$ cat src/rtl/datapath_pkg.sv
// Shared datapath types: the control state encoding used by the serial adder.
package datapath_pkg;

    typedef enum logic [1:0] {
        IDLE = 2'd0,
        RUN  = 2'd1,
        DONE = 2'd2
    } state_t;

endpackage

$ cat src/rtl/full_adder.sv
// One-bit full adder; the only arithmetic element of the serial adder.
module full_adder (
    input  logic a,
    input  logic b,
    input  logic cin,
    output logic s,
    output logic cout
);

    assign s    = a ^ b ^ cin;
    assign cout = (a & b) | (cin & (a ^ b));

endmodule

$ cat src/rtl/serial_adder_ctrl.sv
// Bit-serial add/subtract unit: one full adder, LSB first, one bit per clock.
// Subtraction is a + ~b + 1, so the inverted operand and a carry-in of 1 are loaded at start.
module serial_adder_ctrl #(
    parameter int WIDTH = 32
) (
    input  logic             clk,
    input  logic             rst,
    input  logic             start,
    input  logic             sub,
    input  logic [WIDTH-1:0] a,
    input  logic [WIDTH-1:0] b,
    output logic             ready,
    output logic             done,
    output logic [WIDTH-1:0] sum,
    output logic             cout,
    output logic             overflow
);
    import datapath_pkg::*;

    localparam int             CW       = (WIDTH > 1) ? $clog2(WIDTH) : 1;
    localparam logic [CW-1:0]  LAST_BIT = CW'(WIDTH - 1);

    state_t           r_state;
    state_t           w_nextState;
    logic [WIDTH-1:0] r_a;
    logic [WIDTH-1:0] r_b;
    logic [WIDTH-1:0] r_sum;
    logic             r_carry;
    logic [CW-1:0]    r_count;
    logic             r_cout;
    logic             r_ovf;
    logic             w_faSum;
    logic             w_faCout;

    full_adder u_fa (
        .a    (r_a[0]),
        .b    (r_b[0]),
        .cin  (r_carry),
        .s    (w_faSum),
        .cout (w_faCout)
    );

    always_ff @(posedge clk or negedge rst) begin
        if (!rst) begin
            r_state <= IDLE;
        end else begin
            r_state <= w_nextState;
        end
    end

    always_comb begin
        w_nextState = r_state;
        ready       = 1'b0;
        done        = 1'b0;
        case (r_state)
            IDLE: begin
                ready = 1'b1;
                if (start) begin
                    w_nextState = RUN;
                end
            end
            RUN: begin
                if (r_count == LAST_BIT) begin
                    w_nextState = DONE;
                end
            end
            DONE: begin
                done        = 1'b1;
                w_nextState = IDLE;
            end
            default: w_nextState = IDLE;
        endcase
    end

    // Counter stops at the last bit index so it never wraps within an operation.
    always_ff @(posedge clk or negedge rst) begin
        if (!rst) begin
            r_a     <= '0;
            r_b     <= '0;
            r_sum   <= '0;
            r_carry <= 1'b0;
            r_count <= '0;
            r_cout  <= 1'b0;
            r_ovf   <= 1'b0;
        end else begin
            case (r_state)
                IDLE: begin
                    if (start) begin
                        r_a     <= a;
                        r_b     <= sub ? ~b : b;
                        r_carry <= sub;
                        r_count <= '0;
                    end
                end
                RUN: begin
                    r_sum   <= {w_faSum, r_sum[WIDTH-1:1]};
                    r_a     <= r_a >> 1;
                    r_b     <= r_b >> 1;
                    r_carry <= w_faCout;
                    if (r_count == LAST_BIT) begin
                        r_cout <= w_faCout;
                        r_ovf  <= r_carry ^ w_faCout;
                    end else begin
                        r_count <= r_count + CW'(1);
                    end
                end
                default: ;
            endcase
        end
    end

    assign sum      = r_sum;
    assign cout     = r_cout;
    assign overflow = r_ovf;

endmodule
$ cat config.mk
export PLATFORM = sky130hd
export DESIGN_NAME = serial_adder_ctrl
export DESIGN_NICKNAME = d
export VERILOG_FILES = /design/src/rtl/datapath_pkg.sv /design/src/rtl/full_adder.sv /design/src/rtl/serial_adder_ctrl.sv
export SDC_FILE = /design/constraint.sdc
export NUM_CORES = 1
export LEC_CHECK = 0
export ABC_AREA = 0
export BUFFER_PORTS_ARGS = -buffer_cell sky130_fd_sc_hd__buf_2
export CAP_MARGIN = 5
export CORE_MARGIN = 2
export CORE_UTILIZATION = 26
export DETAILED_ROUTE_END_ITERATION = 10
export PLACE_DENSITY = 0.52
export SLEW_MARGIN = 10
export SYNTH_ARGS = -nofsm -noshare
export SYNTH_HDL_FRONTEND = slang
export SYNTH_SLANG_ARGS = --single-unit
$ cat constraint.sdc
create_clock -name clk -period 3.5 [get_ports clk]
set_clock_uncertainty 0.15 [all_clocks]
set_input_delay 0.175 -clock clk [delete_from_list [all_inputs] [get_ports clk]]
set_output_delay 0.175 -clock clk [all_outputs]
set_load 0.005 [all_outputs]
Word level (Yosys, flattened, before mapping) --
Cells that the tools add are included.
Storage, ports and cells: register bits 106, bits in latches 0, memory bits (writable) 0, bits in read-only memories 0, input bits 68, output and inout port bits 36, memories kept 0
Operators by class: add/subtract/negate cells 1, multipliers 0, div/mod/pow operators 0, order comparisons 0, eq/ne operators 6, shift operators 0, muxes and demuxes 15, bitwise logic cells 7, reduce and logical (&&, ||, !) cells 6
Operators by type and width (count):
- $pmux W32 S2 | 2
- $mux W32 | 3
- $not A32 Y32 | 1
- $mux W5 | 2
- $pmux W5 S2 | 1
- $ne A2 B2 Y1 const B | 3
- $reduce_and A2 Y1 | 3
- $add A5 B1 Y5 const B | 1
- $eq A5 B5 Y1 const B | 1
- $mux W2 | 2
- $pmux W2 S2 | 1
- $mux W1 | 3
- $reduce_and A3 Y1 | 1
- $xor A1 B1 Y1 | 3
- $and A1 B1 Y1 | 2
- $eq A2 B1 Y1 const B | 1
- $eq A2 B2 Y1 const B | 1
- $logic_not A2 Y1 | 1
- $pmux W1 S2 | 1
- $reduce_bool A2 Y1 | 1
- $or A1 B1 Y1 | 1

Longest topological paths before layout --
word-level depth 4, mapped depth 6, mapped depth without buffers 6

Cells and area by module --
From an unflattened synthesis, not the netlist that was laid out.
Second synthesis, totals: cell total of the unflattened synthesis 431, area total of the unflattened synthesis 4845.9 µm²
Modules (own cells, without submodules):
- serial_adder_ctrl | instances 1, cells each 430, area an instance 4825.9 µm², seq. area each 2652.5 µm²
- full_adder | instances 1, cells each 1, area an instance 20.0 µm², seq. area each 0.0 µm²

Least setup slack after synthesis --
OpenSTA, ideal clock, no wires.
path kind register to register, start point register r_count[0], end point register r_cout, in the netlist cout, setup time 0.125 ns, data arrival time 1.426 ns, setup slack 1.799 ns, stages on the path, launching flop included 6, period minus slack after synthesis 1.701 ns, path through dfrtp_1 ha_1 and3_1 ha_1 nand2_1 mux2_2
Between the ends: word-level cells in the longest chain between the ends 2
RTL lines:
- start: declaration | RTL line serial_adder_ctrl.sv:29 | logic [CW-1:0] r_count;
- start signal: assignment | RTL line serial_adder_ctrl.sv:104 | r_count <= r_count + CW'(1);
- $eq A5 B5 Y1 | RTL line serial_adder_ctrl.sv:100 | if (r_count == LAST_BIT) begin
- $reduce_and A2 Y1 (no source line)
- end signal: assignment | RTL line serial_adder_ctrl.sv:101 | r_cout <= w_faCout;
- end: declaration | RTL line serial_adder_ctrl.sv:30 | logic r_cout;
No other way between the ends. A chain may end at the register's enable or synchronous reset.

Final worst setup path --
start point register r_state[0], end point register r_b[2]
Between the ends: word-level cells in the longest chain between the ends 3
RTL lines:
- start: declaration | RTL line serial_adder_ctrl.sv:23 | state_t r_state;
- start signal: assignment | RTL line serial_adder_ctrl.sv:47 | r_state <= w_nextState;
- $eq A2 B1 Y1 or $logic_not A2 Y1 (tied branches) | RTL line serial_adder_ctrl.sv:86 | case (r_state)
- $reduce_bool A2 Y1 (no source line) or $ne A2 B2 Y1 (tied branches)
- $reduce_and A2 Y1 (no source line)
- end signal: assignment | RTL line serial_adder_ctrl.sv:90 | r_b <= sub ? ~b : b;
- end signal: assignment | RTL line serial_adder_ctrl.sv:98 | r_b <= r_b >> 1;
- end: declaration | RTL line serial_adder_ctrl.sv:26 | logic [WIDTH-1:0] r_b;
Several ways; a longest one is shown, not always the timed one.

==> out/qor.yml <==
htreeDepth: 3
antenna_found_initial: 0
worst_pin_slew_ns: 0.9258
required_ns: 3.57
io_buffers: 103
clock_sinks: 106
grt_usage_pct: 11.56
antenna_cells: 0
place_area_mm2: 0.005572
synth-seq-area-share_pct: 54.74
grt_pass1_vias: 3679
holdWs_ns: 0.01038
clock_latency_ns: 0.35
initial_core_util_pct: 26.70
cts_tree: "yes"
core_area_mm2: 0.01815
synth_common_cells: "dfrtp_1, nand2_1, mux2_2"
min_path_type: "primary input to flop"
drtIter0Drc: 128
synth-edff-count: 0
p_per_area_mw_per_mm2: 766.7
gp_congestion: 0.7454
endpoint_kind: "flop"
total_power_mw: 4.799
async_flop_share_pct: 100.0
cts_root_buf: "clkbuf_16"
drc: 0
leakage_nw: 2.935
overflow: 0
rows: 49
status: "finished, final reports clean"
drt-pass1-iter-count: 4
syn_inst: 431
fin_crit_sh_pct: 69.12
cap_violations: 0
synth_top_flop_cell: "dfrtp_1"
rsz0062_at_grt: "no"
grt_max_degree: 75
final_nets: 633
die_w_um: 140.5
cts_made_buffers: 9
placed_cells: 739
crit_arrival_ns: 2.49
start_kind: "flop"
slew_headroom_pct: 38.28
critPathMaxFanout: 23
synth_area_leaders: "dfrtp_1, mux2_2, nand2_1"
path_clk_slew_ns: 0.08
dp_hpwl_um: 7271
synth_area_mm2: 0.004846
clockBufferDepth: 2
num_io_pins: 104
final_area_mm2: 0.006260
drive_above_1_share_pct: 29.15
fp.dieH_um: 140.5
drt-total-wl_um: 11070
drtAntennaViolNets: 0
dieArea_mm2: 0.01975
critical_path_class: "flop to flop"
synth.largest_area_cell: "dfrtp_1"
setup_viol: 0
yosys.area.top_type_share_pct: 54.74
slew_viol_final: 0
area_growth_pct: 29.18
synth_cell_types: 32
routedWlPerCell_um: 13.93
setup-tns-final_ns: 0
ir_drop_mv: 0.3245
vias: 3629
postSynthAreaPerCell_um2: 11.24
synth_fp_nets: 502
final_cell_count_no_fill: 795
yosys_warnings: 0
yosysMostFrequentCell: "dfrtp_1"
max_freq_ghz: 0.4134
finalHoldViolations: 0
grt_first_pass_wirelength_um: 18350
synth-seq-cells: 106
fillers: 1825
vias_per_cell: 4.565
period_minus_slack_ns: 2.419
[power by group]
group / internal (mW) / switching [mW]
logic: 0.907 / 0.792
registers: 1.77 / 0.352
clock network: 0.505 / 0.476
total: 3.18 / 1.62
[stage by stage]
stage	util, %	setup slack, ns
detailed placement	30.70	1.114
global placement	30.70	1.212
CTS	34.49	1.091
finish	34.49	1.081
floorplan	-	1.799
global route	34.49	0.8854
[layer usage]
metal / wire length, um / global-route usage (%) / vias to the layer above / share of wire [%]
met4: 210 / 4.737 / 0 / 1.9
met2: 4853 / 17.60 / 97 / 44
met3: 484 / 2.393 / 14 / 4.4
met5: 0 / 0 / - / 0
li1: - / - / 1757 / -
met1: 5523 / 16.08 / 1761 / 50
[cells in the final DEF (no fill, tap or decap), drive strengths merged]
cell	count
a21o	1
a21oi	6
a22o	2
a22oi	2
and3	1
buf	112
clkbuf	10
clkinv	3
dfrtp	106
dlygate4sd3	41
fa	1
ha	2
inv	4
mux2	34
mux2i	31
nand2	97
nand2b	2
nand3	1
nand4b	1
nor2	3
nor2b	5
nor3b	1
o211ai	1
o21ai	34
o21bai	1
o221ai	30
o311ai	1
xnor2	32
xor2	1
[cell families (layout without fill, tap and decap cells)]
family	Yosys count	count (layout)	share of synthesized area [%]
adders and majority gates	3	3	0.9294
muxes	65	65	14.30
and+or+nand+nor	111	111	9.373
xor gates and xnor gates	33	33	5.964
AOI/OAI and AO/OA	78	78	10.95
buffers and inverters	35	170	3.744
DFF	106	106	54.74
[critical path, cell delays in order, from the launching register on]
cell      delay (ns)
dfrtp_1         0.74
buf_4           0.38
nor2_2          0.07
nand2_1         0.44
buf_4           0.32
o221ai_1        0.15
[layout make-up]
class	instances	area [um2]	area share, %
Timing Repair Buffer	153	1008	16.11
Clock inverter	5	38.79	0.6196
Tap cell	229	286.5	4.577
Multi-Input combinational cell	290	2027	32.38
Clock buffer	10	239.0	3.818
Sequential cell	106	2653	42.37
Inverter	2	7.507	0.1199
[state kept, by name, summed over array words and instances (netlist names)]
name / flops
r_b: 32
cout: 1
r_carry: 1
r_a: 32
r_count: 5
sum: 32
overflow: 1
r_state: 2
[path summary, 6_finish.rpt]
kind | from | to | slack [ns] | cells past startpoint
setup / recovery | r_state[0] | r_b[2] | 1.08 | 5
hold / removal | b[30] | r_b[30] | 0.01 | 3
setup reg to reg | r_state[0] | r_b[2] | 1.08 | 5
hold reg to reg | r_a[3] | r_a[3] | 0.33 | 2
max in group asynchronous | rst | sum[10] | 2.04 | 3
min in group asynchronous | rst | r_a[20] | 0.31 | 2
[what timing repair did]
item	in CTS	in global routing
gates resized for setup	0	0
setup buffers	0	0
hold buffers	41	0
hold endpoints to repair	105	0
(Power assumes the default switching activity.)
